$ cat src/rtl/tff_seq_pkg.sv
// Shared types and constants for the T-flip-flop bank sequencer.
// Holds the controller state encoding and the default bank width.
package tff_seq_pkg;

    localparam int STATE_W       = 1;
    localparam int WIDTH_DEFAULT = 8;

    typedef enum logic [STATE_W-1:0] {
        ST_IDLE = 1'b0,
        ST_RUN  = 1'b1
    } state_t;

endpackage

$ cat src/rtl/tff_cell.sv
// Single T flip-flop: q toggles on a rising edge when t is high.
// Synchronous active-high reset clears q.
module tff_cell (
    input  logic clk,
    input  logic rst,
    input  logic t,
    output logic q
);

    always_ff @(posedge clk) begin
        if (rst) begin
            q <= 1'b0;
        end else if (t) begin
            q <= ~q;
        end
    end

endmodule

$ cat src/rtl/tff_bank_sequencer.sv
// Programmable counter built from a bank of T flip-flops; this block computes
// the toggle vector and runs the IDLE/RUN controller. Optional down-count: TFF_SEQ_DOWN_EN.
module tff_bank_sequencer
    import tff_seq_pkg::*;
#(
    parameter int WIDTH = WIDTH_DEFAULT
) (
    input  logic             clk,
    input  logic             rst,
    input  logic             start,
    input  logic             stop,
    input  logic             load,
    input  logic [WIDTH-1:0] load_val,
    input  logic [WIDTH-1:0] limit,
    input  logic             auto_reload,
    input  logic             dir,
    output logic [WIDTH-1:0] count,
    output logic [WIDTH-1:0] t_vec,
    output logic             busy,
    output logic             done
);

    state_t           state;
    state_t           state_nxt;
    logic [WIDTH-1:0] start_val;
    logic             capture;
    logic             done_nxt;
    logic [WIDTH-1:0] step_up;
    logic [WIDTH-1:0] step_dn;
    logic [WIDTH-1:0] step;

    // Bank of T flip-flops; the only way to change count is through t_vec
    for (genvar i = 0; i < WIDTH; i++) begin : g_bank
        tff_cell u_cell (
            .clk (clk),
            .rst (rst),
            .t   (t_vec[i]),
            .q   (count[i])
        );
    end

    // Bit i toggles once every lower bit is 1 (up) or 0 (down)
    always_comb begin
        logic carry;
        logic borrow;
        step_up = '0;
        step_dn = '0;
        carry   = 1'b1;
        borrow  = 1'b1;
        for (int i = 0; i < WIDTH; i++) begin
            step_up[i] = carry;
            step_dn[i] = borrow;
            carry      = carry & count[i];
            borrow     = borrow & ~count[i];
        end
    end

`ifdef TFF_SEQ_DOWN_EN
    assign step = dir ? step_dn : step_up;
`else
    logic unused_dir;
    assign unused_dir = dir ^ (|step_dn);
    assign step       = step_up;
`endif

    always_comb begin
        state_nxt = state;
        t_vec     = '0;
        capture   = 1'b0;
        done_nxt  = 1'b0;
        unique case (state)
            ST_IDLE: begin
                if (load) begin
                    t_vec = count ^ load_val;
                end else if (start) begin
                    state_nxt = ST_RUN;
                    capture   = 1'b1;
                end
            end
            ST_RUN: begin
                if (stop) begin
                    state_nxt = ST_IDLE;
                end else if (count == limit) begin
                    done_nxt = 1'b1;
                    if (auto_reload) begin
                        t_vec = count ^ start_val;
                    end else begin
                        state_nxt = ST_IDLE;
                    end
                end else begin
                    t_vec = step;
                end
            end
            default: state_nxt = ST_IDLE;
        endcase
    end

    always_ff @(posedge clk) begin
        if (rst) begin
            state     <= ST_IDLE;
            start_val <= '0;
            done      <= 1'b0;
        end else begin
            state <= state_nxt;
            done  <= done_nxt;
            if (capture) begin
                start_val <= count;
            end
        end
    end

    assign busy = (state == ST_RUN);

endmodule

$ cat config.mk
export PLATFORM = sky130hd
export DESIGN_NAME = tff_bank_sequencer
export DESIGN_NICKNAME = d
export VERILOG_FILES = /design/src/rtl/tff_seq_pkg.sv /design/src/rtl/tff_cell.sv /design/src/rtl/tff_bank_sequencer.sv
export SDC_FILE = /design/constraint.sdc
export NUM_CORES = 1
export LEC_CHECK = 0
export CORE_UTILIZATION = 30
export DETAILED_ROUTE_END_ITERATION = 16
export MAX_ROUTING_LAYER = met4
export PLACE_DENSITY = 0.57
export SLEW_MARGIN = 0
export SYNTH_ARGS = -nofsm -noshare
export SYNTH_HDL_FRONTEND = slang
export SYNTH_SLANG_ARGS = --single-unit
$ cat constraint.sdc
create_clock -name clk -period 4.2 [get_ports clk]
set_clock_uncertainty 0.05 [all_clocks]
set_input_delay 0.42 -clock clk [delete_from_list [all_inputs] [get_ports clk]]
set_output_delay 0.42 -clock clk [all_outputs]
set_load 0.05 [all_outputs]
==> summary.txt, run 1 <==
Synthesis
  • Top post-synthesis cells by area: dfxtp_1 25%, buf_4 10%, xnor2_2 9.0%, mux2i_1 5.5%, xnor2_1 4.8%
  • Syn_nets: 185
  • Cell Area, Synth: 1450 sq um
  • Seq/Total Area, Yosys: 0.248
  • Top_reg_cell synth: dfxtp_1
  • Syn Area/Cell: 8.97 sq um
  • Most common cell in the synthesized netlist: buf_4
  • Number of synthesized flops with an enable pin: 0
  • Cells after synthesis: around 160
  • Synth unique cells: 36
  • Synth area leader: dfxtp_1
  • Ys Warns: 0
  • Synth async-reset ratio: 0
  • Yosys top cell area share: 0.248
  • Post-synth top cells: 20 x buf_4, 18 x dfxtp_1, 17 x nor2_1
  • Register bit total from synthesis: 18

Setup path
  • Crit path kind: input pin to output port
  • R2R cell count: 5
  • Critical path arrival: 2820 ps
  • Slowest-stage cell, CP: clkdlybuf4s50_1
  • WP data required: 3730 ps
  • Reg-to-Reg Start: g_bank[4].u_cell.q
  • R2r endpoint: g_bank[6].u_cell.q
  • Timing endpoint of the critical path: t_vec[3]
  • Crit path top cell by count: clkdlybuf4s50_1
  • WP depth: 7
  • Critical Path, Cell by Cell: clkdlybuf4s50_1 -> xnor2_2 -> nand4_1 -> nor4_1 -> nor2_1 -> o21ai_0 -> clkdlybuf4s50_1
  • Slowest Stage Delay on Critical Path: between 800 and 900 ps
  • Crit end category: output port
  • Worst path bufs/invs: 2
  • CP Launch Type: input pin
  • Critical path's top delay family: buffers and inverters
  • R2R setup slack: about 2100 ps
  • Worst Setup SP: limit[4]
  • CP Max Fanout: 7

CTS
  • CTS buffer count: 3
  • CTS tree: yes
  • Clk Tree Root Cell: clkbuf_8
  • Worst-skew pair later-pin latency: about 250 ps
  • CTS resizes: 0
  • CTS sink cnt: 18
  • Postcts setup bufs: 0
  • CTS Buffer Depth: 2
  • Hold-fix buffers, CTS: 0
  • Clock transition at path regs: 70 ps
  • H-tree levels: 1

Timing
  • Count of pins over their slew limit: 0
  • Worst setup margin: 907 ps
  • Finish-stage setup viols: 0
  • Actual slew at the worst max-slew pin: 836 ps
  • Final Hold Fails: 0
  • Post-Route Setup TNS: 0 ps
  • Final min period: 3290 ps
  • Max-slew headroom: 0.441
  • Unrepaired setup endpoints after global routing: no
  • Period utilization: 0.784
  • Fmax achieved: 304 MHz

Detailed routing
  • Via density: between 4 and 5
  • Residual DRC count: 0
  • Final ANT Viol Nets: 0
  • Avg WL per Cell: about 14 microns
  • Vias: 1131
  • Final WL: 3.26 mm
  • DRT Pass-1 Iters: 4
  • Initial DRC count: between 40 and 50

Global route
  • Initial antenna violation count: 0
  • First-pass GRT wire length: 5.71 mm
  • Vias in the first global route: 1258
  • Largest net degree at the start of global routing: 22
  • Gr usage total: 0.146
  • Overflow after GRT: 0

Placement
  • Dpl hpwl: between 2 and 2.5 mm
  • Routability Congestion: 0.796
  • DP Area: 1690 sq um
  • Dpl ws: 898 ps
  • PortBufs: 39

Die
  • Die area: just over 5000 sq um
  • Starting Density: 0.322
  • Num ports: roughly 40
  • Row cnt: 24
  • Die Ht: 71.6 microns
  • Die Span X: 71.6 microns
  • CORE AREA: roughly 4500 sq um

Layout
  • Fin util: 0.388
  • Fin area: 1750 sq um
  • Final net count: 199
  • Area growth syn-to-layout: 20.2%
  • Fraction of layout cells with a size suffix above 1: 0.103
  • Ant. Diodes: 0

Worst hold path
  • Worst min path class: register to register

Power
  • Worst vdd ir: about 130 uV
  • Tot Pwr: approximately 0.55 mW
  • Leakage Power: roughly 0.65 nW
  • Pwr/cell area: 314 nW/um^2

Outcome
  • Outcome: finished, final reports clean

Flow run
  • Max cap viols: 0
state kept, by name, indices dropped and copies added, names as in the netlist:
register         cells
busy                 1
done                 1
g_bank.u_cell.q      8
start_val            8
cells in the final DEF, fill, tap and decap left out, types with 2 or more instances in the layout:
cell,synthesis,final
dfxtp_1,18,18
a31oi_1,2,2
inv_1,2,2
clkbuf_8,0,4
a21oi_1,5,5
nand2b_1,2,2
and4_1,3,3
a221o_1,3,3
xor2_1,8,8
mux2i_1,8,8
o211ai_1,5,5
xnor2_1,8,8
nor4_1,4,4
nor2b_1,4,4
a211oi_1,3,3
nor2_1,17,17
a221oi_1,3,3
o21ai_0,5,5
nand4_1,5,5
and2_1,4,4
mux2_4,3,3
xnor2_2,8,8
nand2_1,2,2
clkdlybuf4s50_1,0,39
report_power, final:
group	switching [mW]	internal, mW
Combinational	0.110	0.0914
Sequential	0.0245	0.181
Clock	0.0582	0.0832
cells by family after synthesis:
family	Yosys count	share of synthesized area
DFF	18	0.248
and+or+nand+nor	47	0.181
buffers and inverters	33	0.159
xor gates and xnor gates	24	0.186
AOI/OAI and AO/OA	29	0.140
muxes	11	0.0861
worst min-delay path, stage by stage (launching register included):
cell and delay (ps):
dfxtp_1 340, mux2i_1 70, nor2_1 70
metrics by stage:
step / std cells / hold slack, ps
final: 227 / 469
after global routing: 227 / 502
after CTS: 227 / 474
after detailed placement: 223 / 456
after global placement: 223 / 443
after floorplan: 162 / 431
cell type report:
type | count | area [sq um]
inverters | 2 | 7.51
repair buffers | 40 | 398
flip-flops and latches | 18 | 360
fillers | 453 | 2760
well taps | 52 | 65.1
clock buffers | 4 | 55.1
multi-input cells | 111 | 861
worst min-delay path by stage:
stage / to / cells past startpoint / start / slack (ps)
floorplan: start_val[1] / 2 / start_val[1] / 430
global placement: start_val[7] / 2 / start_val[7] / 440
detailed placement: start_val[1] / 2 / start_val[1] / 460
CTS: start_val[3] / 2 / start_val[3] / 470
global route: start_val[7] / 2 / start_val[7] / 500
finish: start_val[3] / 2 / start_val[3] / 470
per-layer routing:
layer,part of all wire,global-route usage,vias up
li1,-,-,575
met1,0.47,0.180,524
met2,0.47,0.234,28
met3,0.043,0.0295,4
met4,0.012,0.0632,0
met5,0,-,-
(Power assumes the default switching activity.)
==> inputs of run 2 (changes only) <==
clock period = 3.4 ns   (was 4.2 ns; I/O delays follow)
==> run 2 against run 1 <==
  * Non-clock buffer count is 4 higher
  * Final area is 1.3% higher
  * First-iteration DRC count is 17% lower
  * Largest cell class unchanged
  * Highest routed layer unchanged
==> summary.txt, run 2 (synthesized netlist as in run 1, its figures left out) <==
Detailed routing
  • Vias: 1167 (+3.2%)
  • DRT Pass-1 Iters: 4 (unchanged)
  • Final ANT Viol Nets: 0 (unchanged)
  • Via density: 5.05 (+1.4%)
  • Final WL: 3.43 mm (+5.2%)
  • Residual DRC count: 0 (unchanged)
  • Avg WL per Cell: 14.8 microns (+3.3%)
  • Initial DRC count: 34 (-17%)

Placement
  • Routability Congestion: 0.801 (+0.65%)
  • Dpl hpwl: 2.60 mm (+6.2%)
  • PortBufs: 39 (unchanged)

Setup path
  • Critical path's top delay family: buffers and inverters
  • CP Launch Type: input pin
  • CP Max Fanout: 7 (unchanged)
  • Critical Path, Cell by Cell: clkdlybuf4s50_1 -> xnor2_2 -> nand4_1 -> nor4_1 -> a221o_1 -> clkdlybuf4s50_1
  • Crit path kind: input pin to output port
  • WP data required: 3010 ps (-720 ps)
  • Crit end category: output port
  • Critical path arrival: 2720 ps (-100 ps)
  • Slowest Stage Delay on Critical Path: 820 ps (about the same)
  • Crit path top cell by count: clkdlybuf4s50_1
  • Worst path bufs/invs: 2 (unchanged)
  • Slowest-stage cell, CP: clkdlybuf4s50_1
  • R2R setup slack: 1300 ps (-780 ps)

Layout
  • Final net count: 203 (+2.0%)
  • Commonest non-fill, non-tap cell in the layout: clkdlybuf4s50_1
  • Area growth syn-to-layout: 21.8%
  • Fraction of layout cells with a size suffix above 1: 0.140 (+0.0368)
  • Ant. Diodes: 0 (unchanged)
  • Most frequent cells in the layout: 36 x clkdlybuf4s50_1, 18 x dfxtp_1, 17 x nor2_1
  • Largest regs: g_bank.u_cell.q: 8 flops, start_val: 8 flops
  • Fillcell total: 460 (+1.5%)

CTS
  • CTS buffer count: 3 (unchanged)
  • Clk Tree Root Cell: clkbuf_8
  • CTS tree: yes
  • Clock transition at path regs: 70 ps (about the same)
  • CTS resizes: 0 (unchanged)
  • H-tree levels: 1 (unchanged)
  • Postcts setup bufs: 0 (unchanged)
  • CTS Buffer Depth: 2 (unchanged)
  • Worst-skew pair later-pin latency: 250 ps (about the same)
  • CTS sink cnt: 18 (unchanged)
  • Hold-fix buffers, CTS: 0 (unchanged)

Timing
  • Max-slew headroom: 0.465 (+0.0237)
  • Actual slew at the worst max-slew pin: 801 ps (-35.4 ps)
  • Final min period: 3110 ps
  • Unrepaired setup endpoints after global routing: no
  • Count of pins over their slew limit: 0 (unchanged)
  • Fmax achieved: 322 MHz
  • Post-Route Setup TNS: 0 ps (unchanged)
  • Finish-stage setup viols: 0 (unchanged)
  • Period utilization: 0.914
  • Final Hold Fails: 0 (unchanged)

Global route
  • Initial antenna violation count: 0 (unchanged)
  • Gr usage total: 0.146 (about the same)
  • Vias in the first global route: 1231 (-2.1%)
  • First-pass GRT wire length: 5.70 mm (-0.25%)
  • Largest net degree at the start of global routing: 22 (unchanged)
  • Overflow after GRT: 0 (unchanged)

Die
  • Die Span X: 71.6 microns (unchanged)
  • Die area: 5120 sq um (unchanged)
  • Starting Density: 0.322 (unchanged)
  • Die Ht: 71.6 microns (unchanged)
  • Row cnt: 24 (unchanged)
  • Num ports: 41 (unchanged)
  • CORE AREA: 4500 sq um (unchanged)

Outcome
  • Outcome: finished, final reports clean

Power
  • Comb power frac: 0.375 (+0.008)
  • Leakage Power: 0.679 nW (+3.8%)
  • Tot Pwr: 0.688 mW (+25%)
  • Clock Power Share: 0.258 (about the same)
  • Pwr/cell area: 389 nW/um^2 (+24%)
  • Pint: 0.443 mW (+24%)
  • Sw Pwr: 0.245 mW (+27%)
  • Worst vdd ir: 130 uV (+3.4%)
  • Seq pwr share: 0.367 (-0.008)
  • Switching Fraction: 0.356 (+0.00456)

Worst hold path
  • Worst min path class: register to register

Flow run
  • Max cap viols: 0 (unchanged)
run 2: cell types whose count changed in the layout (fill, tap and decap cells not counted), sizes merged:
| cell | previous run | this run |
|---|---|---|
| buf | 1 | 8 |
| clkdlybuf4s50 | 39 | 36 |
run 2: tightest hold or removal path, stage by stage, from the launching register on:
cell and delay (ps):
dfxtp_1 340, mux2i_1 70, nor2_1 70
run 2: final cells by class:
type                       instances  area (sq um)  area share
inverter                           2          7.51     0.00424
tap                               52          65.1      0.0368
sequential                        18           360       0.204
timing repair buffer              44           420       0.238
clock buffer                       4          55.1      0.0311
multi-input combinational        111           861       0.487
run 2: final timing paths:
| path | startpoint | endpoint | depth (start not counted) |
|---|---|---|---|
| worst max-delay path | limit[7] | t_vec[6] | 6 |
| worst min register to register | start_val[3] | start_val[3] | 2 |
| worst max register to register | g_bank[5].u_cell.q | g_bank[6].u_cell.q | 5 |
| worst min-delay path | start_val[3] | start_val[3] | 2 |
run 2: metrics by stage:
stage | hold WS, ps | util | setup slack (ps) | std cells | area, sq um
2_1_floorplan | 431 | - | 1140 | 162 | 1450
4_1_cts | 474 | 0.393 | 288 | 231 | 1770
6_report | 467 | 0.393 | 292 | 231 | 1770
3_5_place_dp | 455 | 0.381 | 299 | 227 | 1710
5_1_grt | 502 | 0.393 | 141 | 231 | 1770
3_3_place_gp | 442 | 0.381 | 365 | 227 | 1710
run 2: power groups by stage:
| stage | Sequential (mW) | Clock, mW | Combinational, mW |
|---|---|---|---|
| 2_1_floorplan | 0.238 | 0 | 0.228 |
| 4_1_cts | 0.253 | 0.182 | 0.259 |
| 6_report | 0.253 | 0.177 | 0.258 |
| 3_5_place_dp | 0.258 | 0 | 0.258 |
| 3_3_place_gp | 0.256 | 0 | 0.254 |
| 5_1_grt | 0.256 | 0.190 | 0.273 |
run 2: routing by layer:
layer  vias up  part of all wire  track usage  routed length (microns)
met5         -                 0            -                        0
met4         0             0.016       0.0632                       55
met3         6             0.032       0.0183                      108
met2        32              0.45        0.226                     1540
met1       546              0.50        0.193                     1720
li1        583                 -            -                        -
==> edit 1: new RTL, config.mk and constraints of run 1 <==
Add an input register stage for `start`, `stop`, `load`, `load_val`, `limit` and `auto_reload`; this delays them by one clock. The other inputs are not delayed to match.
--- a/src/rtl/tff_bank_sequencer.sv
+++ b/src/rtl/tff_bank_sequencer.sv
@@ -20,4 +20,20 @@
     output logic             done
 );
+
+    logic start_q;
+    logic stop_q;
+    logic load_q;
+    logic [WIDTH-1:0] load_val_q;
+    logic [WIDTH-1:0] limit_q;
+    logic auto_reload_q;
+
+    always_ff @(posedge clk) begin
+        start_q       <= start;
+        stop_q        <= stop;
+        load_q        <= load;
+        load_val_q    <= load_val;
+        limit_q       <= limit;
+        auto_reload_q <= auto_reload;
+    end
 
     state_t           state;
@@ -71,7 +87,7 @@
         unique case (state)
             ST_IDLE: begin
-                if (load) begin
-                    t_vec = count ^ load_val;
-                end else if (start) begin
+                if (load_q) begin
+                    t_vec = count ^ load_val_q;
+                end else if (start_q) begin
                     state_nxt = ST_RUN;
                     capture   = 1'b1;
@@ -79,9 +95,9 @@
             end
             ST_RUN: begin
-                if (stop) begin
+                if (stop_q) begin
                     state_nxt = ST_IDLE;
-                end else if (count == limit) begin
+                end else if (count == limit_q) begin
                     done_nxt = 1'b1;
-                    if (auto_reload) begin
+                    if (auto_reload_q) begin
                         t_vec = count ^ start_val;
                     end else begin
Function: changed (a bounded check fails within 4 cycles, from zero or initial values and one cycle with rst high).
==> edit 1 against run 1 <==
Largest cell class unchanged; area after synthesis rose by 28%; worst setup slack worse by 0.058 ns; power rose by 57%; global-route usage down 2.1 points; design area up 27%; clock power up 84%; worst hold slack improved by 0.0019 ns; wire length up 11%; critical endpoint is now t_vec[5]; sequential cell count increased by 20.
==> edit 1: results (changes against run 1) <==
----------------------------------------------------
[Hold path]
  Worst min-delay path endpoint ... start_val[6]$_SDFFE_PP0P_ (was start_val[3]$_SDFFE_PP0P_)
  Hold Crit Start ... start_val[6]$_SDFFE_PP0P_ (was start_val[3]$_SDFFE_PP0P_)

[Yosys]
  Proportion of synthesized area in mux cells ... 5.10% (was 8.61%)
  Synthesized area divided by synthesized cell count ... 10.1 um2 (was 8.97 um2)
  Cell types with the highest counts after synthesis ... sky130_fd_sc_hd__dfxtp_1, sky130_fd_sc_hd__buf_4, sky130_fd_sc_hd__nor2_1 (was sky130_fd_sc_hd__buf_4, sky130_fd_sc_hd__dfxtp_1, sky130_fd_sc_hd__nor2_1)
  Post-Synthesis Net Count ... 207 (was 185)

[Critical path]
  Category of cells accounting for the largest share of critical-path delay ... simple AND/OR/NAND/NOR gates (was buffers and inverters)
  Peak per-stage delay on the critical path ... 0.71 ns (was 0.83 ns)
  Critical path fanouts, max ... 10 (was 7)
  Critical path capture point ... t_vec[5] (was t_vec[3])
  FF-to-FF End ... g_bank[2].u_cell.q$_SDFFE_PP0P_ (was g_bank[6].u_cell.q$_SDFFE_PP0P_)
  Launching instance or port of the critical path ... g_bank[3].u_cell.q$_SDFFE_PP0P_ (was limit[4])

[Global routing]
  M2 GR Usage ... 18.1% (was 23.4%)
  Via count of the first global-routing pass ... 1208 (was 1258)
  Pin count of the biggest net entering global routing ... 20 (was 22)
  Overall global routing resource usage ... 12.5% (was 14.6%)

[Placed design]
  Placement Setup Slack ... 1.18 ns (was 0.898 ns)

[STA]
  Slew at the pin closest to its max-slew limit ... 0.852 ns (was 0.836 ns)

[Finish]
  Finished Layout Cells ... 276 (was 227)
  Portion of the layout cell area used by clock cells ... 4.29% (was 3.15%)
  Fraction of final layout cells sized beyond drive strength 1 ... 9.45% (was 10.3%)
  Clock buf count ... 6 (was 4)
  Multi-input gate share of the layout cell area ... 38.8% (was 49.3%)
  Number of multi-input combinational cells ... 113 (was 111)
  Non-clock buffer share of cell area ... 18.0% (was 22.8%)
  Area of all sequential standard cells ... 761 um2 (was 360 um2)
  Post-layout net count ... 223 (was 199)

[Power and ir drop]
  Leakage power summed over all cells ... 0.832 nW (was 0.654 nW)
  Maximum ir drop on the vdd rail ... 172 uV (was 126 uV)
  Comb power frac ... 22.2% (was 36.7%)
  Total power draw ... 0.863 mW (was 0.549 mW)
  Sequential share of power ... 47.8% (was 37.5%)

[Status]
  Status ... finished clean (unchanged)

[CTS]
  Total number of H-tree levels ... 2 (was 1)
  Number of buffers inserted during clock tree synthesis ... 5 (was 3)

[Routing]
  M1 WL ... 1790 um (was 1530 um)
  DR vias ... 1282 (was 1131)

----------------------------------------------------
edit 1: changes by cell type after synthesis, moves of 2 or more:
cell and delta:
sky130_fd_sc_hd__buf_1 -2, sky130_fd_sc_hd__a221o_1 -2, sky130_fd_sc_hd__mux2_4 -2, sky130_fd_sc_hd__dfxtp_1 +20
sky130_fd_sc_hd__nor2b_1 -2, sky130_fd_sc_hd__xnor2_1 +3, sky130_fd_sc_hd__nor2_1 -2, sky130_fd_sc_hd__buf_6 +2
sky130_fd_sc_hd__xnor2_2 -2, sky130_fd_sc_hd__a211o_1 +2, sky130_fd_sc_hd__clkbuf_1 +2
edit 1: stage by stage:
stage                     area, um2  utilization [%]  hold WS, ns
after floorplan                1860                -        0.398
after global placement         2120             35.6        0.443
after detailed placement       2120             35.6        0.454
after CTS                      2220             37.2        0.475
after global routing           2220             37.2        0.504
final                          2220             37.2        0.471
==> edit 2: new RTL, flow settings as in run 1 <==
Made on the original files. `WIDTH_DEFAULT`: 8 -> 12.
--- a/src/rtl/tff_seq_pkg.sv
+++ b/src/rtl/tff_seq_pkg.sv
@@ -4,5 +4,5 @@
 
     localparam int STATE_W       = 1;
-    localparam int WIDTH_DEFAULT = 8;
+    localparam int WIDTH_DEFAULT = 12;
 
     typedef enum logic [STATE_W-1:0] {
Interface: changed (resized count, limit, load_val and t_vec); port bits go from 41 to 57. No check against the original RTL was run, so the function may have changed too.
==> edit 2 against run 1 <==
Fmax shrank 9.3%; area after synthesis is 44% higher; first-iteration DRC count increased by 78%; synthesized cell count rose by 48%; largest power group is now combinational cells; sequential cell count grew 8; worst setup slack lost 0.34 ns; power is 75% higher; design area grew 44%; wire length rose by 62%; sequential share of layout area about the same; highest routed layer unchanged; die area increased by 43%.
==> edit 2: results (changes against run 1) <==
----------------------------------------------------
[Global routing]
  Via count of the first global-routing pass ... 1619 (was 1258)
  Met3 usage in global routing ... 2.89% (was 2.95%)
  Pin count of the biggest net entering global routing ... 32 (was 22)

[Placed design]
  Cell area after placement ... 2480 um2 (was 1690 um2)
  Gpl congestion ... 0.820 (was 0.796)
  Placement Setup Slack ... 0.552 ns (was 0.898 ns)
  DP Wirelength ... 3920 um (was 2450 um)

[STA]
  Crit path setup slack, layout ... 0.568 ns (was 0.907 ns)
  Max-Slew Margin vs Limit ... 62.7% (was 44.1%)

[Die]
  Cell Rows ... 30 (was 24)

[Finish]
  Portion of the layout cell area used by clock cells ... 1.64% (was 3.15%)
  Fill cell instance count of the final layout ... 730 (was 453)
  Buffers outside the clock class ... 59 (was 40)
  Clock buf count ... 3 (was 4)
  Area of all sequential standard cells ... 520 um2 (was 360 um2)
  Count of flip-flops and latches ... 26 (was 18)
  Inverters, non-clock ... 3 (was 2)
  Total area of multi-input combinational cells ... 1260 um2 (was 861 um2)
  Top Registers ... g_bank.u_cell.q (12), start_val (12) (was g_bank.u_cell.q (8), start_val (8))

[Yosys]
  Post-Synthesis Net Count ... 270 (was 185)
  Compound-cell area share of the yosys netlist ... 26.0% (was 14.0%)
  Number of different library cells in the post-synthesis netlist ... 66 (was 36)
  Post-Synthesis Cells ... 239 (was 162)
  Register area share after synthesis ... 24.8% (about the same)

[Routing]
  Mean number of vias per cell ... 5.10 (was 4.98)
  Met3 Routed Length ... 230 um (was 141 um)
  M1 WL ... 2570 um (was 1530 um)
  Average routed wire per standard cell ... 15.4 um (was 14.4 um)
  Detailed Route Iter0 Violations ... 73 (was 41)

[Critical path]
  FF-to-FF End ... g_bank[1].u_cell.q$_SDFFE_PP0P_ (was g_bank[6].u_cell.q$_SDFFE_PP0P_)
  Endpoint arrival time on the critical path ... 3.16 ns (was 2.82 ns)
  Worst r2r src ... g_bank[2].u_cell.q$_SDFFE_PP0P_ (was g_bank[4].u_cell.q$_SDFFE_PP0P_)
  Critical path fanouts, max ... 6 (was 7)
  Number of cell instances on the worst register-to-register path ... 6 (was 5)
  Worst reg2reg setup slack ... 2.03 ns (was 2.08 ns)
  Launching instance or port of the critical path ... limit[2] (was limit[4])
  Peak per-stage delay on the critical path ... 0.81 ns (was 0.83 ns)

[Power and ir drop]
  Maximum ir drop on the vdd rail ... 245 uV (was 126 uV)
  Leakage power summed over all cells ... 0.885 nW (was 0.654 nW)
  Internal power ... 0.533 mW (was 0.356 mW)

[Status]
  Status ... finished clean (unchanged)

----------------------------------------------------
-- edit 2: cell types whose count changed in the layout (fill, tap and decap cells not counted), moves of 5 or more --
cell                                     run 1  this run
sky130_fd_sc_hd__nand3_1                     0         5
sky130_fd_sc_hd__nand4_1                     5         0
sky130_fd_sc_hd__dfxtp_1                    18        26
sky130_fd_sc_hd__nor2_1                     17        11
sky130_fd_sc_hd__clkdlybuf4s50_1            39        55
sky130_fd_sc_hd__nand2_1                     2        39
sky130_fd_sc_hd__xnor2_1                     8        14
sky130_fd_sc_hd__a21oi_1                     5        17
sky130_fd_sc_hd__mux2i_1                     8         1
-- edit 2: power by group through the flow --
stage	registers [mW]	logic, mW	clock network, mW
3_5_place_dp	0.333	0.485	0
4_1_cts	0.327	0.487	0.154
2_1_floorplan	0.301	0.441	0
5_1_grt	0.335	0.513	0.164
6_report	0.327	0.484	0.152
3_3_place_gp	0.331	0.483	0
